===== src/rtl/vga_wr_buffer.sv =====
// Posted-write FIFO between the CPU store path and the VGA framebuffer.
// Buffered pixel writes drain in FIFO order, optionally only during vertical blanking.
module vga_wr_buffer #(
   parameter int DEPTH       = 8,
   parameter int ADDR_W      = 16,
   parameter bit VBLANK_ONLY = 1'b1
) (
   input  logic                       i_clk,
   input  logic                       i_reset,
   input  logic                       i_wrEn,
   input  logic [31:0]                i_pxlAddr,
   input  logic [31:0]                i_pxlData,
   input  logic                       i_vblank,
   input  logic                       i_fb_ready,
   output logic                       o_fb_valid,
   output logic [ADDR_W-1:0]          o_fb_addr,
   output logic [31:0]                o_fb_data,
   output logic                       o_full,
   output logic [$clog2(DEPTH):0]     o_count,
   output logic [7:0]                 o_dropCnt
);

   localparam int PTR_W = $clog2(DEPTH);
   localparam int CNT_W = PTR_W + 1;

   typedef enum logic [1:0] {IDLE, WAIT, DRAIN} state_t;

   state_t             state_q, state_d;
   logic [PTR_W-1:0]   wr_ptr_q, wr_ptr_d;
   logic [PTR_W-1:0]   rd_ptr_q, rd_ptr_d;
   logic [CNT_W-1:0]   count_q, count_d;
   logic               full_q, full_d;
   logic [7:0]         drop_q, drop_d;

   logic [ADDR_W-1:0]  addr_mem [DEPTH];
   logic [31:0]        data_mem [DEPTH];

   logic               push, pop, gate;
   logic               unused_addr_bits;

   assign unused_addr_bits = ^{i_pxlAddr[31:ADDR_W+2], i_pxlAddr[1:0]};

   always_comb begin
      push     = i_wrEn && !full_q && !i_reset;
      pop      = (state_q == DRAIN) && i_fb_ready;
      gate     = !VBLANK_ONLY || i_vblank;
      count_d  = count_q;
      wr_ptr_d = wr_ptr_q;
      rd_ptr_d = rd_ptr_q;
      drop_d   = drop_q;
      state_d  = state_q;

      if (push && !pop)
         count_d = count_q + 1'b1;
      else if (pop && !push)
         count_d = count_q - 1'b1;
      full_d = (count_d == CNT_W'(DEPTH));

      if (push) wr_ptr_d = wr_ptr_q + 1'b1;
      if (pop)  rd_ptr_d = rd_ptr_q + 1'b1;

      // A refused store is counted even when a pop frees a slot in the same cycle.
      if (i_wrEn && full_q && (drop_q != 8'hFF))
         drop_d = drop_q + 8'd1;

      case (state_q)
         IDLE: begin
            if (count_q != '0)
               state_d = gate ? DRAIN : WAIT;
         end
         WAIT: begin
            if (gate)
               state_d = DRAIN;
         end
         DRAIN: begin
            if (pop) begin
               if (count_d == '0)
                  state_d = IDLE;
               else if (!gate)
                  state_d = WAIT;
            end
         end
         default: state_d = IDLE;
      endcase
   end

   always_ff @(posedge i_clk or posedge i_reset) begin
      if (i_reset) begin
         state_q  <= IDLE;
         wr_ptr_q <= '0;
         rd_ptr_q <= '0;
         count_q  <= '0;
         full_q   <= 1'b0;
         drop_q   <= 8'd0;
      end else begin
         state_q  <= state_d;
         wr_ptr_q <= wr_ptr_d;
         rd_ptr_q <= rd_ptr_d;
         count_q  <= count_d;
         full_q   <= full_d;
         drop_q   <= drop_d;
      end
   end

   always_ff @(posedge i_clk) begin
      if (push) begin
         addr_mem[wr_ptr_q] <= i_pxlAddr[ADDR_W+1:2];
         data_mem[wr_ptr_q] <= i_pxlData;
      end
   end

   // The head slot cannot be rewritten while DRAIN holds entries, so it stays stable on stall.
   assign o_fb_valid = (state_q == DRAIN);
   assign o_fb_addr  = o_fb_valid ? addr_mem[rd_ptr_q] : '0;
   assign o_fb_data  = o_fb_valid ? data_mem[rd_ptr_q] : '0;
   assign o_full     = full_q;
   assign o_count    = count_q;
   assign o_dropCnt  = drop_q;

endmodule

===== config.mk =====
export PLATFORM = sky130hd
export DESIGN_NAME = vga_wr_buffer
export DESIGN_NICKNAME = d
export VERILOG_FILES = /design/src/rtl/vga_wr_buffer.sv
export SDC_FILE = /design/constraint.sdc
export NUM_CORES = 1
export LEC_CHECK = 0
export BUFFER_PORTS_ARGS = -buffer_cell sky130_fd_sc_hd__buf_2
export CORE_MARGIN = 2
export CORE_UTILIZATION = 40
export CTS_CLUSTER_DIAMETER = 80
export DETAILED_ROUTE_END_ITERATION = 10
export GPL_TIMING_DRIVEN = 0
export HOLD_SLACK_MARGIN = 0.02
export PLACE_DENSITY_LB_ADDON = 0.08
export SYNTH_ARGS = -nofsm -noshare
export SYNTH_HDL_FRONTEND = slang
export SYNTH_SLANG_ARGS = --single-unit

===== constraint.sdc =====
create_clock -name i_clk -period 11.9 [get_ports i_clk]
set_input_delay 1.19 -clock i_clk [delete_from_list [all_inputs] [get_ports i_clk]]
set_output_delay 1.19 -clock i_clk [all_outputs]
set_load 0.005 [all_outputs]

==> results of run 1 <==
## synthesized netlist by cell type (all sizes together) (3+ instances only)
master,count,share of area (%)
edfxtp,384,74
nand2,13,0.31
xor2,3,0.17
nand3,5,0.16
nor3,6,0.19
ha,6,0.48
xnor2,11,0.71
mux2i,49,3.1
dfrtp,21,3.4
nand2b,4,0.18
buf,16,0.56
mux4,96,14
clkbuf,17,0.41
nor2,58,1.4
inv,6,0.14
o21ai,3,0.096
## through the flow
step	cells	area (sq um)	hold WS (ns)	setup WS (ns)	utilization (%)
after floorplan	717	15660	0.4805	6.279	-
after global placement	1349	16870	0.4741	2.019	43.66
after detailed placement	1374	17350	0.4806	7.993	44.90
after CTS	1449	18650	0.4920	7.645	48.25
after global routing	1449	18650	0.5124	7.570	48.25
final	1449	18650	0.4979	7.739	48.25
## final cells by class
class | instances | area (sq um) | share of cell area, %
clock inverter | 12 | 81.33 | 0.4361
inverter | 6 | 22.52 | 0.1208
sequential | 405 | 12060 | 64.65
tap | 518 | 648.1 | 3.475
clock buffer | 63 | 1214 | 6.508
multi-input combinational | 273 | 3481 | 18.66
buffer | 33 | 151.4 | 0.8118
timing repair buffer | 139 | 994.7 | 5.334
## worst max path at each step
stage	startpoint	end	slack, ns
3_3_place_gp	i_reset	addr_mem[0][3]	2.02
5_1_grt	rd_ptr_q[1]	o_fb_data[19]	7.57
2_1_floorplan	i_wrEn	addr_mem[0][0]	6.28
4_1_cts	rd_ptr_q[1]	o_fb_data[19]	7.64
6_report	rd_ptr_q[1]	o_fb_data[19]	7.74
3_5_place_dp	i_reset	addr_mem[0][15]	7.99
## cell families after synthesis
logic type	Yosys count
AO/OA/AOI/OAI	9
AND/OR/NAND/NOR	97
buffers and inverters	39
flip-flops	405
adder cells (fa/ha/maj)	6
XOR/XNOR	14
multiplexers	147
## per-layer routing
layer | part of all wire (%) | GRT usage [%] | up-vias
met3 | 4.5 | 3.144 | 52
met1 | 43 | 23.03 | 4014
met5 | 0.037 | 0 | -
met2 | 51 | 30.25 | 179
li1 | - | - | 3299
met4 | 2.2 | 5.646 | 2
## sequential cells by signal (all words and copies together) (netlist names)
signal / count
state_q: 2
wr_ptr_q: 3
data_mem: 256
o_full: 1
o_dropCnt: 8
addr_mem: 128
o_count: 4
rd_ptr_q: 3
## power groups by stage
stage | Clock (mW) | Sequential, mW | Combinational [mW]
after floorplan | 0 | 1.77 | 0.822
after global placement | 0 | 1.79 | 1.22
after detailed placement | 0 | 1.78 | 1.29
after CTS | 1.27 | 1.75 | 1.29
after global routing | 1.32 | 1.76 | 1.36
final | 1.24 | 1.75 | 1.25
==> impl_metrics.toml, run 1 <==
[status]
status = "finished clean"

[hold_path]
hold_start = "o_dropCnt[7]"
worstHoldPathCells = 1
min_to = "o_dropCnt[7]"
hold_path.class = "flop to flop"

[power]
power.internal_mw = 3.000
p_sw_mw = 1.238
leakagePower_nw = 6.417
seqPwrFrac_pct = 41.3
power_mw = 4.238
sw_frac_of_total_pct = 29.21
vdd_drop_max_mv = 0.1118
comb_power_share_pct = 29.5
pwr-share-clk_pct = 29.2
p_per_area_nw_per_um2 = 227.3

[clocking]
cts_resized = 0
htree_levels = 2
clockRootBuffer = "clkbuf_16"
cts_tree = "built"
post-cts-setup-buffers = 0
hold_buffers = 0
clockBufferDepth = 3
cts_buffers = 43
clkTransAtPathRegs_ns = 0.06
clk_latency_ns = 0.55
clock_sinks = 405

[routing]
drt_iter0_drc = 480
dr.pass1.iters = 4
drc = 0
wl_um = 35070
wl_per_cell_um = 24.20
antenna_left = 0
vias_per_cell = 5.208
vias = 7546

[floorplanning]
die_area_sq_um = 40740
die_h_um = 201.8
initial_core_util_pct = 40.51
die_x_um = 201.8
core_area_sq_um = 38650
fp-row-count = 72
pin_count = 131

[critical_path]
end_kind = "output pin"
path_depth = 7
reg2reg_depth = 7
worst-path-buf-inv = 4
arrival_ns = 2.97
cpMostUsedCell = "buf_2"
r2r-start = "o_full"
crit_family = "buffers and inverters"
critPathSlowestCell = "clkbuf_1"
worst-r2r-setup-slack_ns = 8.91
required_ns = 10.71
path_class = "flop to output pin"
worst-path-max-fanout = 10
worstSetupStartpointType = "flop"
crit_chain = "buf_2, buf_2, clkbuf_1, mux4_2, mux2i_1, nor2_1, buf_2"
regToRegEndpoint = "addr_mem[0][9]"
cpPeakStageDelay_ns = 0.69

[sta]
fmax_mhz = 240.3
finClkSkew_ns = 0.01502
min_period_over_period_pct = 34.97
hold_viol = 0
layout_min_cycle_time_ns = 4.161
worstMarginPinSlew_ns = 1.013
grt_setup_unrepaired = "no"
maxSlewHeadroom_pct = 32.44
tns_ns = 0
finalMaxSlewViolations = 0
setup_viol = 0

[global_route]
grt_overflow = 0
grt_pass1_wl_um = 52170
grt_max_degree = 23
antenna_found_initial = 1
grt_use_total_pct = 17.67
grt_pass1_vias = 8160

[place]
gp_congestion = 0.7710
post-dp-hpwl_um = 21880
port_buffers = 114

[final_layout]
fillCellCount = 3194
drive_above_1_share_pct = 35.02
layout_common_cells = "edfxtp_1 (384), buf_2 (127), mux4_2 (96), nor2_1 (51), mux2i_1 (49)"
diodes = 0
syn2layout_area_growth_pct = 19.12
final_common_cell = "edfxtp_1"
nets = 976

[synth]
synthMuxAreaShare_pct = 17.09
synthXorXnorAreaFrac_pct = 0.8791
postSynthNetCount = 792
synth_compound_area_share_pct = 0.4635
async_reset_ff_share_pct = 5.185
seq_area_frac_synth_pct = 77.01
ys_ff_latch = 405
synth_adder_area_share_pct = 0.4795
synth.distinct_cells = 39
synthFlopType = "edfxtp_1"
netlist_instances = 717
synthesis.area_sq_um = 15660
synth-edff-count = 384
synthSimpleGateAreaFrac_pct = 2.973
ys_warn_count = 0
synth_top_family_by_area = "multiplexers"
avgSynthCellArea_sq_um = 21.84

[job]
maxCapViolations = 0
No activity file was read; power rests on OpenSTA's default activity.
==> inputs of run 2 (changes only) <==
Clock period 11.9 ns to 3.4 ns, I/O delays scaled along.
==> impl_metrics.toml, run 2 (synthesis gave the netlist of run 1 again) <==
[final_layout]
largest_reg_flops = 256
layout_common_cells = "edfxtp_1 (384), buf_2 (127), mux4_2 (96), nor2_1 (51), mux2i_1 (49)"
syn2layout_area_growth_pct = 19.98
drive_above_1_share_pct = 35.12
fillCellCount = 3182
final_common_cell = "edfxtp_1"
top_register = "data_mem"
post-route-util_pct = 48.60
nets = 977
stdcell_area_sq_um = 18780
multiInputGateArea_sq_um = 3493
regArea_sq_um = 12060

[place]
placed_area_sq_um = 17410
port_buffers = 114
post-dp-hpwl_um = 21520
gp_congestion = 0.7710

[clocking]
cts_tree = "built"
clk_latency_ns = 0.56
cts_buffers = 43
clkTransAtPathRegs_ns = 0.06
clock_sinks = 405
clockBufferDepth = 3
htree_levels = 2
clockRootBuffer = "clkbuf_16"

[global_route]
grt_busiest_layer = "met2"
grt_pass1_vias = 8253
grt_pass1_wl_um = 52120
met3_usage_pct = 3.434
antenna_found_initial = 3
grt_max_degree = 23
met2_usage_pct = 30.54
grt_use_total_pct = 17.69
grt_overflow = 0
grt_use_met1_pct = 22.85

[hold_path]
hold_path.class = "primary input to flop"

[job]
maxCapViolations = 0

[critical_path]
path_class = "flop to output pin"
worst-r2r-setup-slack_ns = 0.74
worst-path-max-fanout = 10
required_ns = 3.06
arrival_ns = 2.79
worstSetupStartpointType = "flop"
end_kind = "output pin"

[routing]
vias = 7562
drt_iter0_drc = 559
vias_per_cell = 5.204
dr.pass1.iters = 5
antenna_left = 0
wl_um = 35300
wl_per_cell_um = 24.29
drc = 0

[sta]
hold_viol = 0
whs_ns = 0.04965
fmax_mhz = 319.7
min_period_over_period_pct = 91.99
tns_ns = 0
grt_setup_unrepaired = "no"
worstMarginPinSlew_ns = 1.008
finalMaxSlewViolations = 0
finClkSkew_ns = 0.01780
setup_viol = 0
layout_min_cycle_time_ns = 3.128
maxSlewHeadroom_pct = 32.83

[status]
status = "finished clean"

[power]
sw_frac_of_total_pct = 29.53
comb_power_share_pct = 29.6
vdd_drop_max_mv = 0.4509
power.internal_mw = 10.51
pwr-share-clk_pct = 29.3
seqPwrFrac_pct = 41.1
p_per_area_nw_per_um2 = 793.8
p_sw_mw = 4.404
leakagePower_nw = 6.450

[floorplanning]
fp-row-count = 72
core_area_sq_um = 38650
die_x_um = 201.8
initial_core_util_pct = 40.51
die_h_um = 201.8
die_area_sq_um = 40740
pin_count = 131
[run 2: cell types whose count changed in the layout (fill, tap and decap cells not counted)]
cell	before	now
buf_6	11	0
clkbuf_1	33	24
buf_16	4	10
dlygate4sd3_1	0	6
clkinv_1	3	7
clkinvlp_4	0	4
clkbuf_16	45	43
clkbuf_2	0	2
inv_6	0	2
nor3_2	2	0
nor3_4	0	2
bufinv_16	1	2
diode_2	0	1
[run 2: area by class of cell]
type | count | area share (%)
multi-input cells | 273 | 18.60
clock buffers | 54 | 6.055
inverters | 6 | 0.1199
flip-flops and latches | 405 | 64.18
well taps | 518 | 3.450
repair buffers | 140 | 5.835
diodes | 1 | 0.01332
plain buffers | 33 | 0.8193
clock inverters | 23 | 0.9259
[run 2: metrics by stage]
step           std cells  setup WS [ns]  power, mW
6_report            1453         0.2723      14.91
5_1_grt             1452        0.03169      15.64
4_1_cts             1452        0.01249      15.16
3_5_place_dp        1369         0.6034      10.77
3_3_place_gp        1349         -3.006      10.55
2_1_floorplan        717        -0.1847      9.085
[run 2: power by group through the flow]
| stage | Sequential (mW) | Clock (mW) | Combinational, mW |
|---|---|---|---|
| 2_1_floorplan | 6.21 | 0 | 2.88 |
| 3_3_place_gp | 6.25 | 0 | 4.30 |
| 3_5_place_dp | 6.24 | 0 | 4.54 |
| 4_1_cts | 6.13 | 4.48 | 4.56 |
| 5_1_grt | 6.17 | 4.67 | 4.80 |
| 6_report | 6.13 | 4.36 | 4.42 |
[run 2: critical path: stages, from the launching register on]
cell	delay, ns
dfrtp_1	0.34
buf_2	0.19
buf_2	0.40
buf_4	0.36
mux4_2	0.53
mux2i_1	0.17
nor2_1	0.10
buf_2	0.17
[run 2: layer usage]
metal / vias up / wire (um)
met3: 51 / 1696
met1: 4007 / 14900
met2: 179 / 18000
met5: - / 28
li1: 3321 / -
met4: 4 / 671
[run 2: what timing repair did]
action	in CTS	in global routing
setup endpoints to repair	0	7
hold endpoints to repair	36	0
hold buffers	6	0
setup buffers	0	0
resized for setup	0	5
[run 2: worst paths after layout]
| kind | start | end | depth (start not counted) |
|---|---|---|---|
| worst min-delay path | i_pxlAddr[2] | addr_mem[7][0] | 1 |
| min in group asynchronous | i_reset | o_dropCnt[0] | 3 |
| worst max register to register | o_full | data_mem[0][2] | 5 |
| worst max-delay path | rd_ptr_q[0] | o_fb_data[20] | 7 |
| max in group asynchronous | i_reset | rd_ptr_q[0] | 3 |
| worst min register to register | o_dropCnt[5] | o_dropCnt[5] | 1 |
==> inputs of run 3 (changes only) <==
Settings changed: CTS_BUF_LIST from default to sky130_fd_sc_hd__clkbuf_8.
==> impl_metrics.toml, run 3 (synthesis gave the netlist of run 1 again) <==
[clocking]
clk_latency_ns = 0.60
clockBufferDepth = 3
clockRootBuffer = "clkbuf_8"
clkTransAtPathRegs_ns = 0.05
htree_levels = 3
cts_tree = "built"
post-cts-setup-buffers = 0
cts_buffers = 68
clock_sinks = 405

[sta]
setup_viol = 0
worstMarginPinSlew_ns = 1.006
min_period_over_period_pct = 93.43
grt_setup_unrepaired = "no"
maxSlewHeadroom_pct = 32.96
whs_ns = 0.1429
finalMaxSlewViolations = 0
finClkSkew_ns = 0.02688
layout_min_cycle_time_ns = 3.177
fmax_mhz = 314.8
hold_viol = 0

[routing]
drt_iter0_drc = 504
dr.pass1.iters = 5
vias_per_cell = 5.131
wl_met3_um = 1948
vias = 7840
top_layer = "met4"
wl_um = 35870
antenna_left = 0
wl_per_cell_um = 23.47
routedLengthMet1_um = 15050
drc = 0
wl_met2_um = 18220

[final_layout]
nets = 1046
final_common_cell = "edfxtp_1"
multiInputGateArea_sq_um = 3493
diodes = 0
syn2layout_area_growth_pct = 21.62
top_register = "data_mem"
fillCellCount = 3218
post-route-util_pct = 49.27
layout_common_cells = "edfxtp_1 (384), buf_2 (126), mux4_2 (96), clkbuf_8 (71), nor2_1 (51)"
largest_reg_flops = 256
regArea_sq_um = 12060
drive_above_1_share_pct = 33.86

[critical_path]
regToRegEndpoint = "addr_mem[0][10]"
end_kind = "output pin"
r2r-start = "o_full"
worst-path-buf-inv = 3
cpMostUsedCell = "clkbuf_1"
cpPeakStageDelay_ns = 0.61
worst-path-max-fanout = 10
worstSetupStartpointType = "flop"
crit_family = "buffers and inverters"
crit_chain = "nand2b_1, clkbuf_1, clkbuf_1, nor2_1, buf_2"
required_ns = 3.06
arrival_ns = 2.84
worst-r2r-setup-slack_ns = 0.71
reg2reg_depth = 5
critPathSlowestCell = "clkbuf_1"
path_class = "flop to output pin"

[floorplanning]
fp-row-count = 72
initial_core_util_pct = 40.51
die_x_um = 201.8
die_area_sq_um = 40740
core_area_sq_um = 38650
pin_count = 131
die_h_um = 201.8

[power]
seqPwrFrac_pct = 42.9
comb_power_share_pct = 31.2
vdd_drop_max_mv = 0.3421
leakagePower_nw = 6.651
pwr-share-clk_pct = 25.9
p_per_area_nw_per_um2 = 751.1
p_sw_mw = 4.376
sw_frac_of_total_pct = 30.60
power.internal_mw = 9.926

[global_route]
grt_use_total_pct = 18.00
grt_overflow = 0
grt_pass1_vias = 8698
antenna_found_initial = 0
grt_max_degree = 23
grt_pass1_wl_um = 53150

[place]
post-dp-hpwl_um = 21520
gp_congestion = 0.7710
port_buffers = 114

[hold_path]
min_to = "rd_ptr_q[0]"
worstHoldPathCells = 3
hold_path.class = "primary input to flop"
hold_start = "i_fb_ready"

[job]
maxCapViolations = 0

[status]
status = "finished clean"
-- run 3: worst min-delay path: stages --
cell	delay (ns)
buf_2	0.14
nand3b_4	0.14
xnor2_1	0.07
-- run 3: cell type report --
| type | instances | area share [%] |
|---|---|---|
| Tap cell | 518 | 3.404 |
| Inverter | 6 | 0.1183 |
| Sequential cell | 405 | 63.32 |
| Clock buffer | 71 | 5.132 |
| Timing Repair Buffer | 184 | 8.069 |
| Buffer | 33 | 0.8280 |
| Clock inverter | 38 | 0.7820 |
| Multi-Input combinational cell | 273 | 18.35 |
-- run 3: power by group through the flow --
stage	sequential, mW	combinational [mW]	clock, mW
finish	6.13	4.47	3.70
global route	6.17	4.85	4.04
CTS	6.14	4.60	3.82
detailed placement	6.24	4.54	0
global placement	6.25	4.30	0
floorplan	6.21	2.88	0
-- run 3: worst max-delay path by stage --
| stage | startpoint | endpoint | slack (ns) | cells after the start |
|---|---|---|---|---|
| after detailed placement | rd_ptr_q[1] | o_fb_data[20] | 0.60 | 7 |
| after CTS | rd_ptr_q[1] | o_fb_data[7] | 0.005 | 7 |
| final | state_q[0] | o_fb_data[24] | 0.22 | 5 |
| after global placement | i_reset | data_mem[4][31] | -3.01 | 4 |
| after global routing | state_q[0] | o_fb_data[24] | 0.03 | 5 |
| after floorplan | o_full | addr_mem[6][0] | -0.18 | 3 |
-- run 3: timing repair --
action | CTS | global route
hold endpoints to repair | 407 | 0
setup endpoints to repair | 5 | 10
gates resized for setup | 1 | 5
hold buffers | 50 | 0
-- run 3: metrics by stage --
stage	total power, mW	setup TNS (ns)	instances	setup WS (ns)	instance area, sq um
global route	15.06	0	1528	0.03167	19040
global placement	10.55	-1070.30	1349	-3.006	16880
CTS	14.55	0	1528	0.005266	19040
floorplan	9.085	-34.68	717	-0.1847	15670
finish	14.30	0	1528	0.2234	19040
detailed placement	10.77	0	1369	0.6034	17410
-- run 3: metal layers --
metal / vias to the layer above / GRT usage, %
met5: - / 0
met4: 0 / 5.987
met3: 50 / 3.644
met2: 227 / 30.89
met1: 4114 / 22.98
li1: 3449 / -
